### src/rtl/rect_fall_ctl_pkg.sv
// -----------------------------------------------------------------------------
// rect_fall_ctl_pkg
// Shared screen geometry, controller state encoding and the saturating
// arithmetic helpers used by the gravity-drop position controller.
// -----------------------------------------------------------------------------
package rect_fall_ctl_pkg;

  // VGA screen geometry (800x600). The floor is the bottom screen line.
  localparam int SCREEN_W    = 800;
  localparam int SCREEN_H    = 600;
  localparam int VGA_Y_FLOOR = 600;

  // Position / velocity word width.
  localparam int POS_W = 12;

  // Controller states.
  typedef enum logic [1:0] {
    IDLE = 2'd0,
    FALL = 2'd1,
    RISE = 2'd2,
    STOP = 2'd3
  } state_t;

  // Clamp a 13-bit sum back into 12 bits (saturate at 4095).
  function automatic logic [11:0] sat12(input logic [12:0] v);
    return v[12] ? 12'hFFF : v[11:0];
  endfunction

  // a - b, floored at zero.
  function automatic logic [11:0] sat0_sub(input logic [11:0] a, input logic [11:0] b);
    return (a > b) ? (a - b) : 12'd0;
  endfunction

endpackage

### src/rtl/rect_fall_ctl_tick_gen.sv
// -----------------------------------------------------------------------------
// tick_gen
// Free-running motion tick generator. The counter runs 0..CLK_PER_TICK-1 and
// tick pulses for one cycle while the counter sits at its last value, so the
// consumer acts on the wrap edge. While clr is high the counter is held at 0
// and no tick is produced.
//
// Ports:
//   pclk  - clock
//   rst   - asynchronous active-low reset
//   clr   - synchronous clear / hold at zero
//   tick  - one-cycle pulse every CLK_PER_TICK cycles
// -----------------------------------------------------------------------------
module tick_gen #(
  parameter int CLK_PER_TICK = 400000
) (
  input  logic pclk,
  input  logic rst,
  input  logic clr,
  output logic tick
);

  localparam int            CW   = (CLK_PER_TICK > 1) ? $clog2(CLK_PER_TICK) : 1;
  localparam logic [CW-1:0] LAST = CW'(CLK_PER_TICK - 1);

  logic [CW-1:0] r_cnt;

  // Tick period counter, held at zero while cleared.
  always_ff @(posedge pclk or negedge rst) begin
    if (!rst) begin
      r_cnt <= '0;
    end else if (clr) begin
      r_cnt <= '0;
    end else if (r_cnt == LAST) begin
      r_cnt <= '0;
    end else begin
      r_cnt <= r_cnt + CW'(1);
    end
  end

  assign tick = (r_cnt == LAST) && !clr;

endmodule

### src/rtl/rect_fall_ctl.sv
// -----------------------------------------------------------------------------
// rect_fall_ctl
// Position controller between position_memory and draw_rect. While idle it
// forwards the mouse position with one cycle of latency. A left-click freezes
// x and runs a gravity drop of the rectangle with damped bounces until it
// rests on the floor (FLOOR_Y = Y_FLOOR - RECT_H). A click during the motion
// or at rest returns to mouse tracking.
//
// Ports:
//   pclk       - pixel clock
//   rst        - asynchronous active-low reset
//   mouse_left - left button, asynchronous to pclk
//   xpos_in    - mouse x from position_memory
//   ypos_in    - mouse y from position_memory
//   xpos_out   - rectangle x to draw_rect
//   ypos_out   - rectangle y to draw_rect
//   busy       - high whenever the controller is not idle
//   done       - one-cycle pulse when the rectangle comes to rest
// -----------------------------------------------------------------------------
module rect_fall_ctl
  import rect_fall_ctl_pkg::*;
#(
  parameter int CLK_PER_TICK = 400000,
  parameter int Y_FLOOR      = VGA_Y_FLOOR,
  parameter int RECT_H       = 48,
  parameter int G            = 1,
  parameter int V_MIN        = 2,
  parameter int DAMP_SHIFT   = 1
) (
  input  logic        pclk,
  input  logic        rst,
  input  logic        mouse_left,
  input  logic [11:0] xpos_in,
  input  logic [11:0] ypos_in,
  output logic [11:0] xpos_out,
  output logic [11:0] ypos_out,
  output logic        busy,
  output logic        done
);

  localparam logic [12:0] FLOOR_Y = 13'(Y_FLOOR - RECT_H);
  localparam logic [11:0] FLOOR_Y12 = FLOOR_Y[11:0];
  localparam logic [12:0] G13     = 13'(G);
  localparam logic [11:0] G12     = 12'(G);
  localparam logic [11:0] V_MIN12 = 12'(V_MIN);

  state_t      r_state;
  logic        r_s1, r_s2, r_s3;
  logic [11:0] r_xpos, r_ypos, r_vel;
  logic        r_busy, r_done;

  logic        w_rise;
  logic        w_tick, w_tick_clr;
  logic [12:0] w_v_sum;
  logic [11:0] w_v_fall;
  logic [12:0] w_y_fall;
  logic [11:0] w_v_bounce;
  logic [11:0] w_v_rise;

  // Two-flop synchronizer for the button plus a history flop for edge detect.
  always_ff @(posedge pclk or negedge rst) begin
    if (!rst) begin
      r_s1 <= 1'b0;
      r_s2 <= 1'b0;
      r_s3 <= 1'b0;
    end else begin
      r_s1 <= mouse_left;
      r_s2 <= r_s1;
      r_s3 <= r_s2;
    end
  end

  assign w_rise = r_s2 & ~r_s3;

  // Motion ticks only run while falling or rising; holding the counter at
  // zero in IDLE/STOP makes the first tick land CLK_PER_TICK cycles after a
  // new drop starts.
  assign w_tick_clr = (r_state == IDLE) || (r_state == STOP);

  tick_gen #(
    .CLK_PER_TICK(CLK_PER_TICK)
  ) u_tick_gen (
    .pclk (pclk),
    .rst  (rst),
    .clr  (w_tick_clr),
    .tick (w_tick)
  );

  // Candidate next values. Sums are formed 13 bits wide so the floor compare
  // sees the true position even past 4095.
  assign w_v_sum    = {1'b0, r_vel} + G13;
  assign w_v_fall   = sat12(w_v_sum);
  assign w_y_fall   = {1'b0, r_ypos} + {1'b0, w_v_fall};
  assign w_v_bounce = w_v_fall >> DAMP_SHIFT;
  assign w_v_rise   = sat0_sub(r_vel, G12);

  // Controller FSM with registered position, velocity, busy and done.
  always_ff @(posedge pclk or negedge rst) begin
    if (!rst) begin
      r_state <= IDLE;
      r_xpos  <= 12'd0;
      r_ypos  <= 12'd0;
      r_vel   <= 12'd0;
      r_busy  <= 1'b0;
      r_done  <= 1'b0;
    end else begin
      r_done <= 1'b0;
      case (r_state)
        IDLE: begin
          r_xpos <= xpos_in;
          r_ypos <= ypos_in;
          r_vel  <= 12'd0;
          if (w_rise) begin
            r_state <= FALL;
            r_busy  <= 1'b1;
          end else begin
            r_busy  <= 1'b0;
          end
        end
        FALL: begin
          // A click wins over a coincident tick: no position update.
          if (w_rise) begin
            r_state <= IDLE;
            r_busy  <= 1'b0;
          end else if (w_tick) begin
            if (w_y_fall >= FLOOR_Y) begin
              r_ypos <= FLOOR_Y12;
              r_vel  <= w_v_bounce;
              if (w_v_bounce < V_MIN12) begin
                r_state <= STOP;
                r_done  <= 1'b1;
              end else begin
                r_state <= RISE;
              end
            end else begin
              r_ypos <= w_y_fall[11:0];
              r_vel  <= w_v_fall;
            end
          end else begin
            r_state <= FALL;
          end
        end
        RISE: begin
          if (w_rise) begin
            r_state <= IDLE;
            r_busy  <= 1'b0;
          end else if (w_tick) begin
            if (r_vel > r_ypos) begin
              // Would leave the top of the screen: pin to 0 and fall back.
              r_ypos  <= 12'd0;
              r_vel   <= 12'd0;
              r_state <= FALL;
            end else begin
              r_ypos <= r_ypos - r_vel;
              r_vel  <= w_v_rise;
              if (r_vel <= G12) begin
                r_state <= FALL;
              end else begin
                r_state <= RISE;
              end
            end
          end else begin
            r_state <= RISE;
          end
        end
        STOP: begin
          if (w_rise) begin
            r_state <= IDLE;
            r_busy  <= 1'b0;
          end else begin
            r_state <= STOP;
          end
        end
        default: begin
          r_state <= IDLE;
          r_busy  <= 1'b0;
        end
      endcase
    end
  end

  assign xpos_out = r_xpos;
  assign ypos_out = r_ypos;
  assign busy     = r_busy;
  assign done     = r_done;

endmodule

### config.mk
export PLATFORM = sky130hd
export DESIGN_NAME = rect_fall_ctl
export DESIGN_NICKNAME = d
export VERILOG_FILES = /design/src/rtl/rect_fall_ctl_pkg.sv /design/src/rtl/rect_fall_ctl_tick_gen.sv /design/src/rtl/rect_fall_ctl.sv
export SDC_FILE = /design/constraint.sdc
export NUM_CORES = 1
export LEC_CHECK = 0
export BUFFER_PORTS_ARGS = -buffer_cell sky130_fd_sc_hd__clkbuf_2
export CAP_MARGIN = 20
export CELL_PAD_IN_SITES_DETAIL_PLACEMENT = 2
export CELL_PAD_IN_SITES_GLOBAL_PLACEMENT = 2
export CORE_MARGIN = 1.5
export CORE_UTILIZATION = 39
export CTS_CLUSTER_SIZE = 28
export DETAILED_ROUTE_END_ITERATION = 16
export GPL_ROUTABILITY_DRIVEN = 0
export PLACE_DENSITY_LB_ADDON = 0.25
export SLEW_MARGIN = 20
export SYNTH_ARGS = -nofsm -noshare
export SYNTH_HDL_FRONTEND = slang
export SYNTH_SLANG_ARGS = --single-unit
### constraint.sdc
create_clock -name pclk -period 8 [get_ports pclk]
set_input_delay 2.4 -clock pclk [delete_from_list [all_inputs] [get_ports pclk]]
set_output_delay 2.4 -clock pclk [all_outputs]
set_load 0.1 [all_outputs]
==> results.txt, run 1 <==
RR Startpoint -> r_vel[0]
Number of max-cap violations -> 0
Post-DP HPWL -> 12560 um
Slew @ Worst Pin -> 1.000 ns
Die Y -> 113.2 um
Required @ worst endpoint -> 8.18 ns
Overall routing resource usage -> 0.2857
Crit path kind -> reg -> reg
# port buffers -> 52
Yosys top cell area share -> 0.3275
Post-synth net total -> 620
Initial antenna violation count -> 0
Die area -> 12820 sq um
Leakage power -> 2.371 nW
Placement Cell Area -> 5089 sq um
Drt drc -> 0
Hold path start -> r_s1
Post-Synthesis Cells -> 557
WL final -> 17560 um
Vias in the first global route -> 5113
RSZ-0062 raised after global routing -> false
Peak supply drop -> 0.2976 mV
Drt wl/cell -> 23.35 um
Area grow syn2layout -> 14.37%
P per Cell Area -> 411.0 nW/um^2
DR vias -> 4593
Fin. max-slew vios -> 0
Avg Cell Area, Syn -> 8.505 sq um
DIE WIDTH -> 113.2 um
Congestion Overflow GR -> 0
Clock Power Share -> 0.201
Share of cells above drive strength 1 -> 0.1603
Net switching power figure -> 0.001229 W
Setup TNS -> 0 ns
DR pass1 iterations -> 4
Diode count -> 0
Cell taking the most area after synthesis -> dfrtp_1
Dominant synthesized flop cell -> dfrtp_1
Post-synth EDFFs -> 0
Sequential share of the synthesized area -> 0.3275
Starting density of the core -> 0.3977
Fin crit period -> 5.314 ns
Core area -> 11910 sq um
Top cells by area, synth -> dfrtp_1 33%, ha_1 9.0%, nor2_1 4.8%
Finished Cell Area -> 5418 sq um
Most frequent cells after synthesis -> 62 x dfrtp_1, 61 x nor2_1, 41 x nand2_1
Sequential fraction of design power -> 0.209
Vias per cell -> 6.108
Pint -> 0.0009979 W
Crit path launch -> r_vel[0]
CTS tree -> yes
Hold buffer count at cts -> 0
Ys async rst share -> 1.000
H-tree Lvls -> 3
Sw frac -> 0.5519
Post-CTS setup buffer count -> 0
Register bit total from synthesis -> 62
Final antenna-violating net count -> 0
Clock Sinks -> 62
Worst EP arrival -> 5.49 ns
First-pass GRT wire length -> 28150 um
Row cnt -> 40
Setup-violating endpoint count in the final report -> 0
IO Count -> 53
Clock transition at path regs -> 0.06 ns
Clock Skews -> 0.008093 ns
Final nets -> 663
Worst Setup Start Kind -> flop
Final period utilization -> 0.6642
Synth cell types -> 63
Crit Path Max Fanout -> 15
Highest clock rate -> 188.2 MHz
Slew HR -> 0.3317
DR iter-0 viols -> 196
Number of CTS-inserted buffers -> 9
Latest clock arrival within the worst-skew pair -> 0.35 ns
Clk buf depth -> 2
Worst Setup End Kind -> flop
Pin count of the biggest net entering global routing -> 63
Status -> complete, no violations
Top-count cell post-synth -> dfrtp_1
Final Hold Fails -> 0
Min-Delay Path Class -> reg -> reg
Cell Area, Synth -> 4737 sq um
CTS resizes -> 0
Clk Tree Root Cell -> clkbuf_16
Combinational share of power -> 0.589
Ys Warns -> 0
per-layer routing:
layer  GRT usage  vias up  wire length (um)
met1      0.3626     2352              7806
met5           0        -                 0
li1            -     2079                 -
met3     0.03428       25               677
met2      0.5002      137              8724
met4      0.1042        0               351
power groups by stage:
stage,clock network [W],logic (W),registers (W)
after CTS,0.000454,0.00131,0.000467
after floorplan,0,0.000557,0.000910
after global placement,0,0.00124,0.000466
final,0.000448,0.00131,0.000466
after detailed placement,0,0.00130,0.000472
after global routing,0.000462,0.00139,0.000480
registers in the layout (all words and copies together) (netlist names):
| register | flops |
|---|---|
| r_state | 2 |
| r_s1 | 1 |
| r_vel | 12 |
| xpos_out | 12 |
| r_s2 | 1 |
| busy | 1 |
| done | 1 |
| u_tick_gen.r_cnt | 19 |
| ypos_out | 12 |
| r_s3 | 1 |
layout make-up:
type,count,area (sq um)
fillers,1332,6494
clock inverters,7,103.9
repair buffers,55,282.8
well taps,147,183.9
multi-input cells,439,2947
clock buffers,9,225.2
flip-flops and latches,62,1551
inverters,33,123.9
metrics by stage:
step	total power [W]	instances	util	worst slack, ns	hold WS (ns)
6_report	0.002227	752	0.4548	2.686	0.3527
5_1_grt	0.002332	752	0.4548	2.288	0.3784
3_5_place_dp	0.001767	736	0.4272	2.850	0.3387
3_3_place_gp	0.001709	736	0.4272	3.312	0.3325
2_1_floorplan	0.001467	557	-	4.368	0.3312
4_1_cts	0.002233	752	0.4548	2.669	0.3526
critical path, cell delays in order, from the launching register on:
cell and delay, ns:
dfrtp_1 0.58, ha_1 0.34, nand2_1 0.12, nor3_2 0.41, nand3_1 0.45, nand2_1 0.20, ha_1 0.24, inv_1 0.09
fa_1 0.38, nand2b_1 0.22, a211oi_2 0.40, nor2_1 0.11, xor2_1 0.19, nand4_1 0.15, a21oi_2 0.47, buf_4 0.37
mux2i_1 0.25, o221ai_1 0.14
kinds of logic after synthesis:
family / after synthesis / share of synthesized area
AND/OR/NAND/NOR: 212 / 0.2243
XOR/XNOR: 36 / 0.06656
buffers and inverters: 56 / 0.05045
flip-flops: 62 / 0.3275
multiplexers: 25 / 0.05599
adder cells (fa/ha/maj): 36 / 0.09826
AO/OA/AOI/OAI: 130 / 0.1770
worst paths after layout:
check | slack, ns | depth (start not counted) | end
setup / recovery | 2.69 | 17 | r_vel[1]
hold / removal | 0.35 | 0 | r_s2
setup reg to reg | 2.69 | 17 | r_vel[1]
hold reg to reg | 0.35 | 0 | r_s2
max in group asynchronous | 5.19 | 2 | r_state[0]
min in group asynchronous | 2.22 | 2 | ypos_out[3]
cell usage in the layout (no fill, tap or decap), drive strengths merged, types with 3 or more instances in the layout:
cell    count
nor2       61
nand2b      7
buf         4
a22oi       6
o211ai      5
nor3       29
mux2       12
a31oi      10
clkbuf     60
xnor2      15
and2        4
mux2i      13
nand3      25
nand4      11
dfrtp      62
o21a        6
nand2      41
nor2b       8
nor3b       4
ha         34
and3        6
o22ai       3
inv        36
a211oi     10
xor2       21
a21oi      32
o21ai      38
a21o        4
or2         3
Power figures use the tool's default switching activity.
==> inputs of run 2 (changes only) <==
- CORE_UTILIZATION: 39 -> 36
- clock period: 8 -> 5.1 ns (I/O delays scaled with it)
==> results.txt, run 2 (synthesis gave the netlist of run 1 again) <==
WL final -> 16930 um (-3.6%)
Area of the multi-input gates -> 2958 sq um (+0.38%)
Highest clock rate -> 212.0 MHz (+13%)
IO Count -> 53 (unchanged)
Slew @ Worst Pin -> 0.9910 ns (-0.009138 ns)
Commonest non-fill, non-tap cells in the layout -> 62 x dfrtp_1, 61 x nor2_1, 51 x clkbuf_2
Congestion Overflow GR -> 0 (unchanged)
Finished Cell Area -> 5439 sq um (+0.39%)
Sequential fraction of design power -> 0.216 (+0.007)
Final period utilization -> 0.9251 (+0.2609)
Crit Path Max Fanout -> 24 (+9)
Worst EP arrival -> 4.91 ns (-0.58 ns)
H-tree Lvls -> 3 (unchanged)
Critical Path Sink -> r_vel[3]
Final antenna-violating net count -> 0 (unchanged)
DR pass1 iterations -> 5 (+1)
Clock Skews -> 0.004859 ns (-0.003235 ns)
Setup TNS -> 0 ns (unchanged)
Drt drc -> 0 (unchanged)
Vias per cell -> 5.763 (-5.6%)
Latest clock arrival within the worst-skew pair -> 0.34 ns (about the same)
Final Power -> 0.003406 W (+53%)
Hold-critical path depth -> 0 (unchanged)
Worst R2R End -> r_vel[3]
Pint -> 0.001525 W (+53%)
Die Y -> 117.7 um (+4.0%)
Fin. max-slew vios -> 0 (unchanged)
Area grow syn2layout -> 14.82%
Fill count -> 1468 (+10%)
Final Hold Fails -> 0 (unchanged)
Clock Power Share -> 0.185 (-0.016)
Placement Cell Area -> 5127 sq um (+0.76%)
Share of cells above drive strength 1 -> 0.1634 (+0.003036)
Top reg by flops -> u_tick_gen.r_cnt
Overall routing resource usage -> 0.2525 (-0.03326)
Starting density of the core -> 0.3723 (-0.02534)
Seq. cell area -> 1551 sq um (unchanged)
Net switching power figure -> 0.001880 W (+53%)
Clock transition at path regs -> 0.06 ns (about the same)
Max reg flops -> 19 (unchanged)
Diode count -> 0 (unchanged)
DR iter-0 viols -> 276 (+41%)
Leakage power -> 2.381 nW (+0.39%)
Hold buffer count at cts -> 0 (unchanged)
Vias in the first global route -> 5048 (-1.3%)
Slew HR -> 0.3394 (+0.007707)
Die area -> 13860 sq um (+8.1%)
Worst reg-to-reg path cell count -> 17 (unchanged)
Pin count of the biggest net entering global routing -> 35 (-44%)
DR vias -> 4484 (-2.4%)
Peak supply drop -> 0.4159 mV (+40%)
Crit path kind -> reg -> reg
Required @ worst endpoint -> 5.29 ns (-2.89 ns)
RSZ-0062 raised after global routing -> false
Post-DP HPWL -> 12530 um (-0.23%)
Final nets -> 664 (+0.15%)
RR Startpoint -> r_vel[0]
Layout Cells excl Fill -> 778 (+3.5%)
Drt wl/cell -> 21.76 um (-6.8%)
Number of max-cap violations -> 0 (unchanged)
Sw frac -> 0.5522 (about the same)
Worst Setup Start Kind -> flop
Worst Setup End Kind -> flop
Row cnt -> 41 (+2.5%)
Combinational share of power -> 0.598 (+0.009)
Most common cell after layout, fill and taps aside -> dfrtp_1
Clk Tree Root Cell -> clkbuf_16
Status -> complete, no violations
Clock Sinks -> 62 (unchanged)
Crit path launch -> r_vel[0]
P per Cell Area -> 626.2 nW/um^2 (+52%)
Initial antenna violation count -> 0 (unchanged)
Number of CTS-inserted buffers -> 9 (unchanged)
Fin crit period -> 4.718 ns (-0.5957 ns)
Min-Delay Path Class -> reg -> reg
CTS tree -> yes
Clk buf depth -> 2 (unchanged)
R2R Setup Slk -> 0.38 ns (-2.30 ns)
Cell count after placement -> 762 (+3.5%)
Core area -> 12720 sq um (+6.8%)
First-pass GRT wire length -> 27520 um (-2.2%)
Setup-violating endpoint count in the final report -> 0 (unchanged)
DIE WIDTH -> 117.7 um (+4.0%)
# port buffers -> 52 (unchanged)
## run 2: changes by cell type in the layout (fill, tap and decap cells not counted)
cell / delta
clkinv_2: +3
nor3_4: +1
clkinvlp_4: +1
clkinv_4: -1
nand3_2: +1
clkbuf_8: +1
nand3_1: -1
bufinv_16: -1
nor3_2: -1
inv_6: -3
buf_4: +1
## run 2: routing by layer
| metal | track usage | share of wire | up-vias |
|---|---|---|---|
| met5 | 0 | 0 | - |
| met4 | 0.06784 | 0.018 | 0 |
| met3 | 0.04990 | 0.034 | 19 |
| met2 | 0.4360 | 0.50 | 88 |
| met1 | 0.3213 | 0.45 | 2298 |
| li1 | - | - | 2079 |
## run 2: critical path, cell delays in order (launching register included)
cell	delay, ns
dfrtp_1	0.56
ha_1	0.38
nand2_1	0.18
nor3_4	0.33
nand3_2	0.29
nand2_1	0.15
ha_1	0.21
inv_1	0.07
fa_1	0.37
nand2b_1	0.21
a211oi_2	0.41
nor2_1	0.12
xor2_1	0.21
nand4_1	0.16
a21oi_2	0.17
buf_4	0.35
mux2i_1	0.27
o21ai_0	0.11
## run 2: area by class of cell
type | instances | area share
Clock buffer | 10 | 0.04394
Tap cell | 172 | 0.03957
Inverter | 33 | 0.02277
Multi-Input combinational cell | 439 | 0.5438
Sequential cell | 62 | 0.2853
Timing Repair Buffer | 56 | 0.05337
Clock inverter | 6 | 0.01127
## run 2: worst min-delay path by stage
stage / from / to / slack (ns)
detailed placement: r_s1 / r_s2 / 0.34
finish: r_s1 / r_s2 / 0.37
global route: r_s1 / r_s2 / 0.38
CTS: r_s1 / r_s2 / 0.38
global placement: r_s1 / r_s2 / 0.33
floorplan: r_s1 / r_s2 / 0.33
## run 2: power by group through the flow
stage / registers, W / clock network [W] / logic, W
floorplan: 0.00143 / 0 / 0.000874
global placement: 0.000733 / 0 / 0.00195
detailed placement: 0.000748 / 0 / 0.00202
CTS: 0.000742 / 0.000650 / 0.00204
global route: 0.000756 / 0.000665 / 0.00217
finish: 0.000737 / 0.000631 / 0.00204
## run 2: timing repair
item / 4_1_cts / 5_1_grt
resized for setup: 0 / 2
setup endpoints to repair: 0 / 20
hold endpoints to repair: 0 / 0
buffers inserted: 0 / 0
## run 2: per-stage QoR
stage	utilization	setup WS [ns]	hold WS [ns]
2_1_floorplan	-	1.468	0.3312
3_5_place_dp	0.4030	0.2939	0.3424
6_report	0.4275	0.3822	0.3674
3_3_place_gp	0.4030	0.6975	0.3340
4_1_cts	0.4266	0.2282	0.3794
5_1_grt	0.4275	0.09406	0.3760
==> inputs of run 3 (changes only) <==
- CORE_UTILIZATION: 36 -> 39
- SYNTH_HIERARCHICAL: unset -> 1
- clock period: 5.1 -> 5.9 ns (I/O delays scaled with it)
==> results.txt, run 3 <==
Final period utilization -> 0.8268 (-0.09824)
Min Hold Slack -> 0.3582 ns (-0.009182 ns)
Synth Area in XOR/XNOR -> 0.07106 (+0.004494)
Delay-heaviest family, CP -> compound AO/OA/AOI/OAI gates
Fin crit period -> 4.878 ns (+0.1604 ns)
Placement Cell Area -> 5157 sq um (+0.59%)
Cell Area, Synth -> 4790 sq um (+1.1%)
Cell taking the most area after synthesis -> dfrtp_1
Dominant synthesized flop cell -> dfrtp_1
Worst Setup End Kind -> flop
Largest family of logic cells by synthesized area -> simple AND/OR/NAND/NOR gates
Core area -> 12010 sq um (-5.6%)
Mux share of post-synthesis cell area -> 0.03474 (-0.02125)
Required @ worst endpoint -> 6.14 ns (+0.85 ns)
Final Power -> 0.003447 W (+1.2%)
Clk Tree Root Cell -> clkbuf_16
Top cells by area, synth -> dfrtp_1 32%, ha_1 8.9%, xnor2_1 4.9%
RR Startpoint -> r_vel[0]
Post-Synth Simple-Gate Area -> 0.2283 (+0.004070)
CTS tree -> yes
# port buffers -> 52 (unchanged)
CP Cell Sequence -> ha_1 -> nand3_1 -> or3_1 -> nand2b_1 -> ha_1 -> a211oi_2 -> o21ai_0 -> a31oi_1 -> o21ai_1 -> xor2_1 -> o41a_1 -> nor3_1 -> o32ai_1
Fill count -> 1315 (-10%)
Finished Cell Area -> 5449 sq um (+0.18%)
Final nets -> 666 (+0.30%)
Final Hold Fails -> 0 (unchanged)
Most common cell after layout, fill and taps aside -> dfrtp_1
Top-count cell post-synth -> dfrtp_1
Synth cell types -> 69 (+9.5%)
Post-DP HPWL -> 13070 um (+4.3%)
Starting density of the core -> 0.3988 (+0.02641)
Max reg flops -> 19 (unchanged)
Ys async rst share -> 1.000 (unchanged)
Number of max-cap violations -> 0 (unchanged)
R2R Setup Slk -> 1.02 ns (+0.64 ns)
Layout Cells excl Fill -> 755 (-3.0%)
Fin. max-slew vios -> 0 (unchanged)
IO Count -> 53 (unchanged)
Most frequent cells after synthesis -> 62 x dfrtp_1, 45 x a21oi_1, 44 x nor2_1
Crit path launch -> r_vel[0]
DR pass1 iterations -> 4 (-1)
Post-CTS setup buffer count -> 0 (unchanged)
Diode count -> 0 (unchanged)
Drt drc -> 0 (unchanged)
Register bit total from synthesis -> 62 (unchanged)
Vias in the first global route -> 5133 (+1.7%)
Min-Delay Path Class -> reg -> reg
Pin count of the biggest net entering global routing -> 40 (+14%)
Commonest non-fill, non-tap cells in the layout -> 62 x dfrtp_1, 51 x clkbuf_2, 45 x a21oi_1
Congestion Overflow GR -> 0 (unchanged)
Drt wl/cell -> 24.10 um (+11%)
Adder-Cell Fraction of Synth Area -> 0.09718 (-0.001078)
Setup TNS -> 0 ns (unchanged)
Number of CTS-inserted buffers -> 9 (unchanged)
First-pass GRT wire length -> 29020 um (+5.4%)
CP max-delay cell -> o41a_1
Clock Sinks -> 62 (unchanged)
Die area -> 12960 sq um (-6.5%)
WL final -> 18190 um (+7.5%)
Crit path kind -> reg -> reg
Worst Setup Start Kind -> flop
Critical path's largest stage delay -> 0.73 ns (+0.17 ns)
Crit Path Max Fanout -> 16 (-33%)
Critical Path Sink -> r_state[1]
Share of cells above drive strength 1 -> 0.1727 (+0.009331)
Setup-violating endpoint count in the final report -> 0 (unchanged)
Compound-cell area share of the yosys netlist -> 0.1998 (+0.02288)
Most frequent CP cell -> ha_1
Avg Cell Area, Syn -> 8.568 sq um (+0.75%)
DR iter-0 viols -> 251 (-9.1%)
H-tree Lvls -> 3 (unchanged)
DIE WIDTH -> 113.8 um (-3.3%)
Highest clock rate -> 205.0 MHz (-3.3%)
Overall routing resource usage -> 0.2940 (+0.04156)
Row cnt -> 40 (-2.4%)
WP depth -> 13 (-4)
Final antenna-violating net count -> 0 (unchanged)
Vias per cell -> 6.211 (+7.8%)
CTS resizes -> 0 (unchanged)
Worst R2R End -> r_state[1]
Slew @ Worst Pin -> 1.045 ns (+0.05414 ns)
Die Y -> 113.8 um (-3.3%)
DR vias -> 4689 (+4.6%)
P per Cell Area -> 632.6 nW/um^2 (+1.0%)
Top reg by flops -> u_tick_gen/r_cnt
Peak supply drop -> 0.3393 mV (-18%)
Slew HR -> 0.3033 (-0.03609)
Status -> complete, no violations
Clock Skews -> 0.005158 ns (+0.0002993 ns)
Area grow syn2layout -> 13.77%
Latest clock arrival within the worst-skew pair -> 0.34 ns (about the same)
Crit path buf inv count -> 0 (-2)
Leakage power -> 2.336 nW (-1.9%)
Worst reg-to-reg path cell count -> 13 (-4)
Initial antenna violation count -> 0 (unchanged)
Post-synth EDFFs -> 0 (unchanged)
Hold buffer count at cts -> 0 (unchanged)
Clk buf depth -> 2 (unchanged)
Cell count after placement -> 739 (-3.0%)
Yosys top cell area share -> 0.3239 (-0.003594)
Clock transition at path regs -> 0.06 ns (about the same)
Ys Warns -> 6 (+6)
Post-synth net total -> 622 (+0.32%)
Post-Synthesis Cells -> 559 (+0.36%)
Worst EP arrival -> 5.12 ns (+0.21 ns)
RSZ-0062 raised after global routing -> false
Sequential share of the synthesized area -> 0.3239 (-0.003594)
run 3: cell types whose count changed in the layout (fill, tap and decap cells not counted), sizes merged, moves of 6 or more:
cell    before  now
inv         33   26
mux2i       13    2
nor2        61   44
or3          1    9
o31ai        1    8
a211oi      10    4
xor2        21   10
xnor2       15   28
a31oi       10    4
nor4         2    9
a21oi       32   47
run 3: worst min path at each step:
stage / cells past startpoint / slack [ns] / end / from
2_1_floorplan: 0 / 0.33 / r_s2 / r_s1
3_3_place_gp: 0 / 0.34 / r_s2 / r_s1
3_5_place_dp: 0 / 0.35 / r_s2 / r_s1
4_1_cts: 0 / 0.36 / r_s2 / r_s1
5_1_grt: 0 / 0.37 / r_s2 / r_s1
6_report: 0 / 0.36 / r_s2 / r_s1
run 3: metrics by stage:
stage	setup slack (ns)	utilization
2_1_floorplan	1.957	-
3_3_place_gp	1.344	0.4294
3_5_place_dp	1.094	0.4294
4_1_cts	1.067	0.4536
5_1_grt	0.7307	0.4536
6_report	1.022	0.4536
run 3: cell families (layout without fill, tap and decap cells):
kind of cell	count (synthesis)	after routing
buffers and inverters	51	100
AOI/OAI and AO/OA	146	146
muxes	15	15
DFF	62	62
and+or+nand+nor	211	211
xor gates and xnor gates	38	38
adders and majority gates	36	36
run 3: power by group:
part	internal [W]	switching (W)
registers	0.000532	0.000137
logic	0.000605	0.00164
clock network	0.000326	0.000211
run 3: final cells by class:
cell class	instances	area (sq um)	area share
multi-input cells	446	3023	0.5548
flip-flops and latches	62	1551	0.2847
repair buffers	57	297.8	0.05465
clock buffers	10	229.0	0.04202
well taps	147	183.9	0.03375
inverters	27	101.3	0.01860
clock inverters	6	62.56	0.01148
run 3: per-layer routing:
metal,wire (um),global-route usage,vias to the layer above,part of all wire
met2,8844,0.4904,130,0.49
li1,-,-,2130,-
met5,0,0,-,0
met3,716,0.04729,36,0.039
met4,478,0.1092,0,0.026
met1,8153,0.3848,2393,0.45
